--- src/rtl/zbuf_addr_gen.sv ---
// Z-buffer byte address generator: fp16 (x,y) -> linear or 8x8-tiled depth sample address.
// Input register, then three compute stages (convert, index, base add) with elastic handshakes.
module zbuf_addr_gen #(
    parameter int unsigned ADDR_W    = 32,
    parameter int unsigned XRES      = 640,
    parameter int unsigned YRES      = 480,
    parameter int unsigned PITCH     = 640,
    parameter int unsigned BPP_LOG2  = 2,
    parameter int unsigned TILE_LOG2 = 3
) (
    input  logic              clk,
    input  logic              rst,
    input  logic              nd,
    output logic              us_rfd,
    input  logic [15:0]       fp_x,
    input  logic [15:0]       fp_y,
    input  logic [ADDR_W-1:0] base_addr,
    input  logic              tiled,
    input  logic              ds_rfd,
    output logic              rdy,
    output logic [ADDR_W-1:0] zbuff_addr,
    output logic              oob
);

    // Clamped coordinates are 16 bits; the index needs 16 + log2(PITCH) bits plus carry margin.
    localparam int unsigned IDX_W = 18 + $clog2(PITCH);
    localparam int unsigned SUM_W = (IDX_W + BPP_LOG2 > ADDR_W) ? IDX_W + BPP_LOG2 : ADDR_W;
    localparam logic [IDX_W-1:0] TILE_MASK = IDX_W'((1 << TILE_LOG2) - 1);

    // Returns {invalid, floor(value)}; negative, Inf and NaN inputs map to 0 with invalid set.
    function automatic logic [16:0] fp16_to_int(input logic [15:0] h);
        logic [4:0]  e;
        logic [15:0] sig;
        logic [15:0] val;
        logic        bad;
        e   = h[14:10];
        sig = {5'd0, 1'b1, h[9:0]};
        val = '0;
        bad = 1'b0;
        if (e == 5'd31) begin
            bad = 1'b1;
        end else if (h[15] && (h[14:0] != 15'd0)) begin
            bad = 1'b1;
        end else if (e >= 5'd15) begin
            if (e <= 5'd25) val = sig >> (5'd25 - e);
            else            val = sig << (e - 5'd25);
        end
        return {bad, val};
    endfunction

    function automatic logic [16:0] clamp(input logic [15:0] v, input int unsigned lim);
        if (32'(v) >= lim) return {1'b1, 16'(lim - 32'd1)};
        return {1'b0, v};
    endfunction

    // Input register
    logic              v1_q;
    logic [15:0]       fx1_q, fy1_q;
    logic [ADDR_W-1:0] base1_q;
    logic              tiled1_q;
    // Converted coordinates
    logic              v2_q;
    logic [15:0]       x2_q, y2_q;
    logic              oob2_q;
    logic [ADDR_W-1:0] base2_q;
    logic              tiled2_q;
    // Sample index
    logic              v3_q;
    logic [IDX_W-1:0]  idx3_q;
    logic              oob3_q;
    logic [ADDR_W-1:0] base3_q;
    // Output register
    logic              rdy_q;
    logic [ADDR_W-1:0] addr_q;
    logic              oob_q;

    logic adv1, adv2, adv3, accept;

    always_comb begin
        adv3   = v3_q & (~rdy_q | ds_rfd);
        adv2   = v2_q & (~v3_q | adv3);
        adv1   = v1_q & (~v2_q | adv2);
        us_rfd = ~v1_q | adv1;
        accept = nd & us_rfd;
    end

    logic [16:0]       cx, cy, lx, ly;
    logic              oob2_d;
    always_comb begin
        cx     = fp16_to_int(fx1_q);
        cy     = fp16_to_int(fy1_q);
        lx     = clamp(cx[15:0], XRES);
        ly     = clamp(cy[15:0], YRES);
        oob2_d = cx[16] | cy[16] | lx[16] | ly[16];
    end

    logic [IDX_W-1:0] xw, yw, lin_idx, tile_lin, tile_idx, idx3_d;
    always_comb begin
        xw       = IDX_W'(x2_q);
        yw       = IDX_W'(y2_q);
        lin_idx  = yw * IDX_W'(PITCH) + xw;
        tile_lin = (yw >> TILE_LOG2) * IDX_W'(PITCH >> TILE_LOG2) + (xw >> TILE_LOG2);
        tile_idx = (tile_lin << (2 * TILE_LOG2)) | ((yw & TILE_MASK) << TILE_LOG2)
                 | (xw & TILE_MASK);
        idx3_d   = tiled2_q ? tile_idx : lin_idx;
    end

    logic [ADDR_W-1:0] addr_d;
    always_comb begin
        addr_d = ADDR_W'(SUM_W'(base3_q) + (SUM_W'(idx3_q) << BPP_LOG2));
    end

    always_ff @(posedge clk or negedge rst) begin
        if (!rst) begin
            v1_q     <= 1'b0;
            fx1_q    <= '0;
            fy1_q    <= '0;
            base1_q  <= '0;
            tiled1_q <= 1'b0;
            v2_q     <= 1'b0;
            x2_q     <= '0;
            y2_q     <= '0;
            oob2_q   <= 1'b0;
            base2_q  <= '0;
            tiled2_q <= 1'b0;
            v3_q     <= 1'b0;
            idx3_q   <= '0;
            oob3_q   <= 1'b0;
            base3_q  <= '0;
            rdy_q    <= 1'b0;
            addr_q   <= '0;
            oob_q    <= 1'b0;
        end else begin
            v1_q  <= accept | (v1_q & ~adv1);
            v2_q  <= adv1 | (v2_q & ~adv2);
            v3_q  <= adv2 | (v3_q & ~adv3);
            rdy_q <= adv3 | (rdy_q & ~ds_rfd);
            if (accept) begin
                fx1_q    <= fp_x;
                fy1_q    <= fp_y;
                base1_q  <= base_addr;
                tiled1_q <= tiled;
            end
            if (adv1) begin
                x2_q     <= lx[15:0];
                y2_q     <= ly[15:0];
                oob2_q   <= oob2_d;
                base2_q  <= base1_q;
                tiled2_q <= tiled1_q;
            end
            if (adv2) begin
                idx3_q  <= idx3_d;
                oob3_q  <= oob2_q;
                base3_q <= base2_q;
            end
            if (adv3) begin
                addr_q <= addr_d;
                oob_q  <= oob3_q;
            end
        end
    end

    assign rdy        = rdy_q;
    assign zbuff_addr = addr_q;
    assign oob        = oob_q;

endmodule

--- config.mk ---
export PLATFORM = sky130hd
export DESIGN_NAME = zbuf_addr_gen
export DESIGN_NICKNAME = d
export VERILOG_FILES = /design/src/rtl/zbuf_addr_gen.sv
export SDC_FILE = /design/constraint.sdc
export NUM_CORES = 1
export LEC_CHECK = 0
export CAP_MARGIN = 20
export CORE_UTILIZATION = 50
export DETAILED_ROUTE_END_ITERATION = 10
export PLACE_DENSITY = 0.73
export SLEW_MARGIN = 20
export SYNTH_ARGS = -nofsm -noshare
export SYNTH_HDL_FRONTEND = slang
export SYNTH_SLANG_ARGS = --single-unit
--- constraint.sdc ---
create_clock -name clk -period 3.7 [get_ports clk]
set_input_delay 0.74 -clock clk [delete_from_list [all_inputs] [get_ports clk]]
set_output_delay 0.74 -clock clk [all_outputs]
set_load 0.02 [all_outputs]
# Word-level counts from Yosys, hierarchy flattened
# Cells that the tools add are included.
totals:
  register_bits: 229
  word_cells: 91
classes:
  addsub: 7
  n_mul: 2
  n_lt_le_gt_ge: 6
  eq_ne: 2
  n_shift: 4
  mux: 19
  n_bitwise: 29
  n_reduce_logical: 4
op_table:
  columns: ["op", "n"]
  rows:
  - ["16-bit two-way mux", 8]
  - ["17-bit two-way mux", 4]
  - ["32-bit by 30-bit adder with 32-bit output", 1]
  - ["11-bit by 5-bit << shifter with 16-bit output", 2]
  - ["11-bit by 5-bit >> shifter with 16-bit output", 2]
  - ["15-bit nonzero test", 2]
  - ["26-bit by 16-bit adder with 27-bit output", 1]
  - ["27-bit two-way mux", 1]
  - ["27-bit by 3-bit OR with 27-bit output", 1]
  - ["27-bit by 6-bit OR with 27-bit output", 1]
  - ["20-bit by 13-bit adder with 21-bit output", 1]
  - ["16-bit by 3-bit multiplier with 19-bit output, second input constant", 1]
  - ["16-bit by 10-bit >= comparator with 1-bit output, second input constant", 1]
  - ["16-bit by 9-bit >= comparator with 1-bit output, second input constant", 1]
  - ["13-bit by 3-bit multiplier with 16-bit output, second input constant", 1]
  - ["1-bit OR", 11]
  - ["5-bit equality test, second input constant", 2]
  - ["5-bit by 4-bit >= comparator with 1-bit output, second input constant", 2]
  - ["5-bit <= comparator, second input constant", 2]
  - ["5-bit subtractor, first input constant", 2]
  - ["5-bit subtractor, second input constant", 2]
  - ["1-bit AND", 8]
  - ["1-bit NOT", 8]
  - ["1-bit two-way mux", 6]
  - ["1-bit logical AND", 2]

# Longest topological paths before layout
depth:
  ltp_word: 11
  ltp_mapped: 17

# Worst setup path after synthesis
# No wires, ideal clock.
synth_path:
  path_type: "reg2reg"
  startpoint: "reg y2_q[4]"
  endpoint: "reg idx3_q[20]"
  setup_ps: 125
  t_arrival_ps: 3354
  path_slack_ps: 222
  path_stages_with_launch: 16
  n_path_buf: 0
  period_less_slack_ps: 3478
  path_cell_list: "dfrtp_1 ha_1 ha_1 inv_1 fa_1 nand2b_1 a21oi_1 xor2_1 ha_1 or2_2 a21oi_1 a2111oi_4 xor2_1 nand2_1 o21ai_0 mux2_2"
synth_between:
  elab_chain_len: 5
  word_cells_on_any_way: 7
synth_lines:
  columns: ["item", "line_no", "rtl"]
  rows:
  - ["from (decl)", "63", "logic [15:0] x2_q, y2_q;"]
  - ["from (signal assigned)", "146", "y2_q <= ly[15:0];"]
  - ["13-bit by 3-bit multiplier with 16-bit output", "102", "tile_lin = (yw >> TILE_LOG2) * IDX_W'(PITCH >> TILE_LOG2) + (xw >> TILE_LOG2);"]
  - ["20-bit by 13-bit adder with 21-bit output", "102", null]
  - ["27-bit by 6-bit OR with 27-bit output", "103", "tile_idx = (tile_lin << (2 * TILE_LOG2)) | ((yw & TILE_MASK) << TILE_LOG2)"]
  - ["27-bit by 3-bit OR with 27-bit output", "104", "| (xw & TILE_MASK);"]
  - ["27-bit two-way mux *", "105", "idx3_d = tiled2_q ? tile_idx : lin_idx;"]
  - ["to (signal assigned)", "152", "idx3_q <= idx3_d;"]
  - ["to (decl)", "69", "logic [IDX_W-1:0] idx3_q;"]
# Every way passes the cells marked *; elsewhere a longest branch is shown, timed or not.
# A chain may end at the register's enable or synchronous reset.

# Worst setup path in the final report
layout_path:
  startpoint: "reg y2_q[3]"
  endpoint: "reg idx3_q[23]"
# The elaborated chain is that of the path after synthesis.

==> flow_metrics.tcl <==
set metrics [dict create \
    critPathBufInv 2 \
    finalSetupViolations 0 \
    finalCritPeriodShare_pct 95.9 \
    worst_setup_path_start_kind "flip-flop" \
    clock.fmax_mhz 282 \
    root_buffer "clkbuf_16" \
    ctsHtreeMaxLevel 1 \
    fin_skew_ps 16.3 \
    ys_types 95 \
    clk_pin_slew_ps 60 \
    area_growth_pct 16.0 \
    grt_usage_pct 24.1 \
    cp_slowest_cell "fa_1" \
    num-nets-final 1813 \
    reg2reg_from "y2_q[3]$_DFFE_PN0P_" \
    io_buffers 103 \
    synthTopCellsByCount "nand2_1 (336), dfrtp_1 (228), a21oi_1 (89)" \
    clockBufferDepth 3 \
    dp.cells 2007 \
    hold_path_class "primary input to asynchronous set/reset pin" \
    viasPerCell 5.70 \
    cts.sinks 228 \
    grt_overflow_total 0 \
    syn_area_sq_mm 0.0146 \
    fin_cells 2055 \
    ys_seq_area_share_pct 39.0 \
    power_w 0.0108 \
    grt_pass1_wl_um 59200 \
    final_hold_viol_count 0 \
    grt_pass1_vias 11715 \
    drt_first_pass_iters 6 \
    critical_path_class "flip-flop to flip-flop" \
    die_w_um 173 \
    core_area_sq_mm 0.0287 \
    gp_congestion 0.908 \
    cts_tree "built" \
    clk_latency_ps 540 \
    crit_top_cell "ha_4" \
    synth_seq_cells 228 \
    antennaDiodeCount 0 \
    tightest_slew_ps 1010 \
    start_util_pct 50.9 \
    yosys.cell_count.top_type "nand2_1" \
    num_vias 11715 \
    drtIter0Drc 950 \
    avgSynthCellArea_sq_um 9.30 \
    grt_max_degree 93 \
    drv_slew 0 \
    fin_crit_ps 3550 \
    irDropWorstVdd_mv 0.438 \
    fp.dieArea_sq_mm 0.0299 \
    cp.arrival_ps 3940 \
    maxSlewHeadroom_pct 32.7 \
    hold_slack_ps 239 \
    num_rows 62 \
    syn-instance-count 1573 \
    async_reset_ff_share_pct 100 \
    endpoint_kind "flip-flop" \
    powerDensity_mw_per_mm2 637 \
    synth_nets 1733 \
    ioPinCount 104 \
    yosysTopAreaCell "dfrtp_1" \
    required_ps 4100 \
    ant_nets 0 \
    hold_buffers 0 \
    synthFlopType "dfrtp_1" \
    antenna_found_initial 0 \
    critPathMaxFanout 5 \
    drc 0 \
    die_h_um 173 \
    maxCapViolCount 0 \
    reg2reg_slack_ps 150 \
    crit_chain "ha_4 > ha_4 > inv_1 > fa_1 > inv_1 > ha_4 > o21a_1 > o31a_1 > o311a_1 > o211a_1 > o21a_1 > nor4b_4 > mux2i_1 > o211ai_1" \
    max_stage_delay_ps 500 \
    post-dp-hpwl_um 26400 \
    status "finished, final reports clean" \
    reg2reg_to "idx3_q[23]$_DFFE_PN0P_" \
    yosys-top-cells-area "dfrtp_1 (39%), nand2_1 (8.6%), ha_1 (7.4%)" \
    cp_top_family "adder cells" \
    routed_wl_um 35700 \
    yosys_warnings 0 \
    synth.top_cell.area_share_pct 39.0 \
    numCtsBuffers 25 \
    drive_above_1_share_pct 13.5 \
    fin_setup_tns_ps 0 \
    final_util_pct 59.1 \
    ff2ff_path_depth 14 \
    leakagePower_nw 7.75 \
    synth_edf_count 0 \
    post_drt_wl_per_cell_um 17.4 \
]
[timing repair]
action                     in CTS  in global routing
setup buffers                   0                  3
resized for setup               1                 11
pin swaps                       0                  7
setup endpoints to repair       1                  6
[worst max path at each step]
| stage | from | endpoint | slack (ps) | cells past startpoint |
|---|---|---|---|---|
| 2_1_floorplan | y2_q[4]$_DFFE_PN0P_ | idx3_q[20]$_DFFE_PN0P_ | 220 | 15 |
| 3_3_place_gp | y2_q[3]$_DFFE_PN0P_ | idx3_q[20]$_DFFE_PN0P_ | 160 | 15 |
| 3_5_place_dp | y2_q[3]$_DFFE_PN0P_ | idx3_q[20]$_DFFE_PN0P_ | 20 | 15 |
| 4_1_cts | y2_q[4]$_DFFE_PN0P_ | idx3_q[20]$_DFFE_PN0P_ | 50 | 15 |
| 5_1_grt | y2_q[3]$_DFFE_PN0P_ | idx3_q[23]$_DFFE_PN0P_ | -30 | 14 |
| 6_report | y2_q[3]$_DFFE_PN0P_ | idx3_q[23]$_DFFE_PN0P_ | 150 | 14 |
[metal layers]
layer	share of wire, %	up-vias	GRT usage, %
met5	0	-	0
met4	2.7	0	7.08
met3	4.2	71	2.70
met2	46	280	39.4
met1	47	5666	33.6
li1	-	5698	-
[kinds of logic (layout without fill, tap and decap cells)]
logic type      Yosys count  count (layout)  synth area share, %
simple gates            583             583                 18.1
compound gates          346             346                 16.4
flops                   228             228                 39.0
mux                     135             135                 10.4
buf+inv                 124             222                 3.72
fa+ha+maj                92              92                 8.11
xor+xnor                 65              65                 4.25
[through the flow]
stage                     area, sq um  setup slack [ps]
final                           17000               153
after global routing            17000             -31.3
after CTS                       16900              48.2
after detailed placement        16000              17.5
after global placement          16000               159
after floorplan                 14600               222
[cell usage in the layout (no fill, tap or decap), types with 7 or more instances in the layout]
cell / synthesis / layout
a211oi_1: 11 / 11
a21o_1: 18 / 18
a21oi_1: 89 / 87
a21oi_2: 7 / 9
a31oi_1: 17 / 17
and2_1: 20 / 19
and3_1: 7 / 7
buf_4: 6 / 27
clkbuf_16: 0 / 25
clkdlybuf4s50_1: 0 / 102
dfrtp_1: 228 / 228
ha_1: 86 / 83
inv_1: 42 / 42
mux2_2: 73 / 73
mux2i_1: 56 / 56
nand2_1: 336 / 333
nand2b_1: 21 / 21
nand3_1: 23 / 23
nand4_1: 15 / 15
nor2_1: 85 / 85
nor2b_1: 9 / 9
nor3_1: 24 / 23
nor4_1: 8 / 8
o211ai_1: 11 / 11
o21a_1: 11 / 11
o21ai_0: 61 / 61
o21ai_1: 16 / 16
o22ai_1: 13 / 13
o31ai_1: 10 / 9
xnor2_1: 32 / 31
xor2_1: 29 / 29
[report_power, final]
group	total, W	internal (W)	switching, W	leakage [nW]
sequential	0.00366	0.00312	0.000538	2.80
clock	0.00250	0.00142	0.00107	0.395
combinational	0.00465	0.00199	0.00266	4.55
total	0.0108	0.00654	0.00427	7.75
[worst register-to-register path, cell delays in order, from the launching register on]
cell,delay (ps)
dfrtp_1,450
ha_4,310
ha_4,130
inv_1,50
fa_1,500
inv_1,70
ha_4,280
o21a_1,110
o31a_1,180
o311a_1,250
o211a_1,220
o21a_1,190
nor4b_4,330
mux2i_1,230
o211ai_1,110
[area by class of cell]
type | instances | area, sq um
clock buffer | 32 | 702
sequential | 228 | 5710
clock inverter | 13 | 125
inverter | 43 | 161
timing repair buffer | 134 | 1320
fill | 2495 | 11700
tap | 384 | 480
multi-input combinational | 1221 | 8460
[sequential cells by signal, indices dropped and copies added, names as in the netlist, 16 cells and up]
signal / flops
base1_q: 32
base2_q: 32
fx1_q: 16
zbuff_addr: 32
idx3_q: 27
fy1_q: 16
base3_q: 32
x2_q: 16
y2_q: 16
Note: power is estimated with default switching activity, not from simulation.
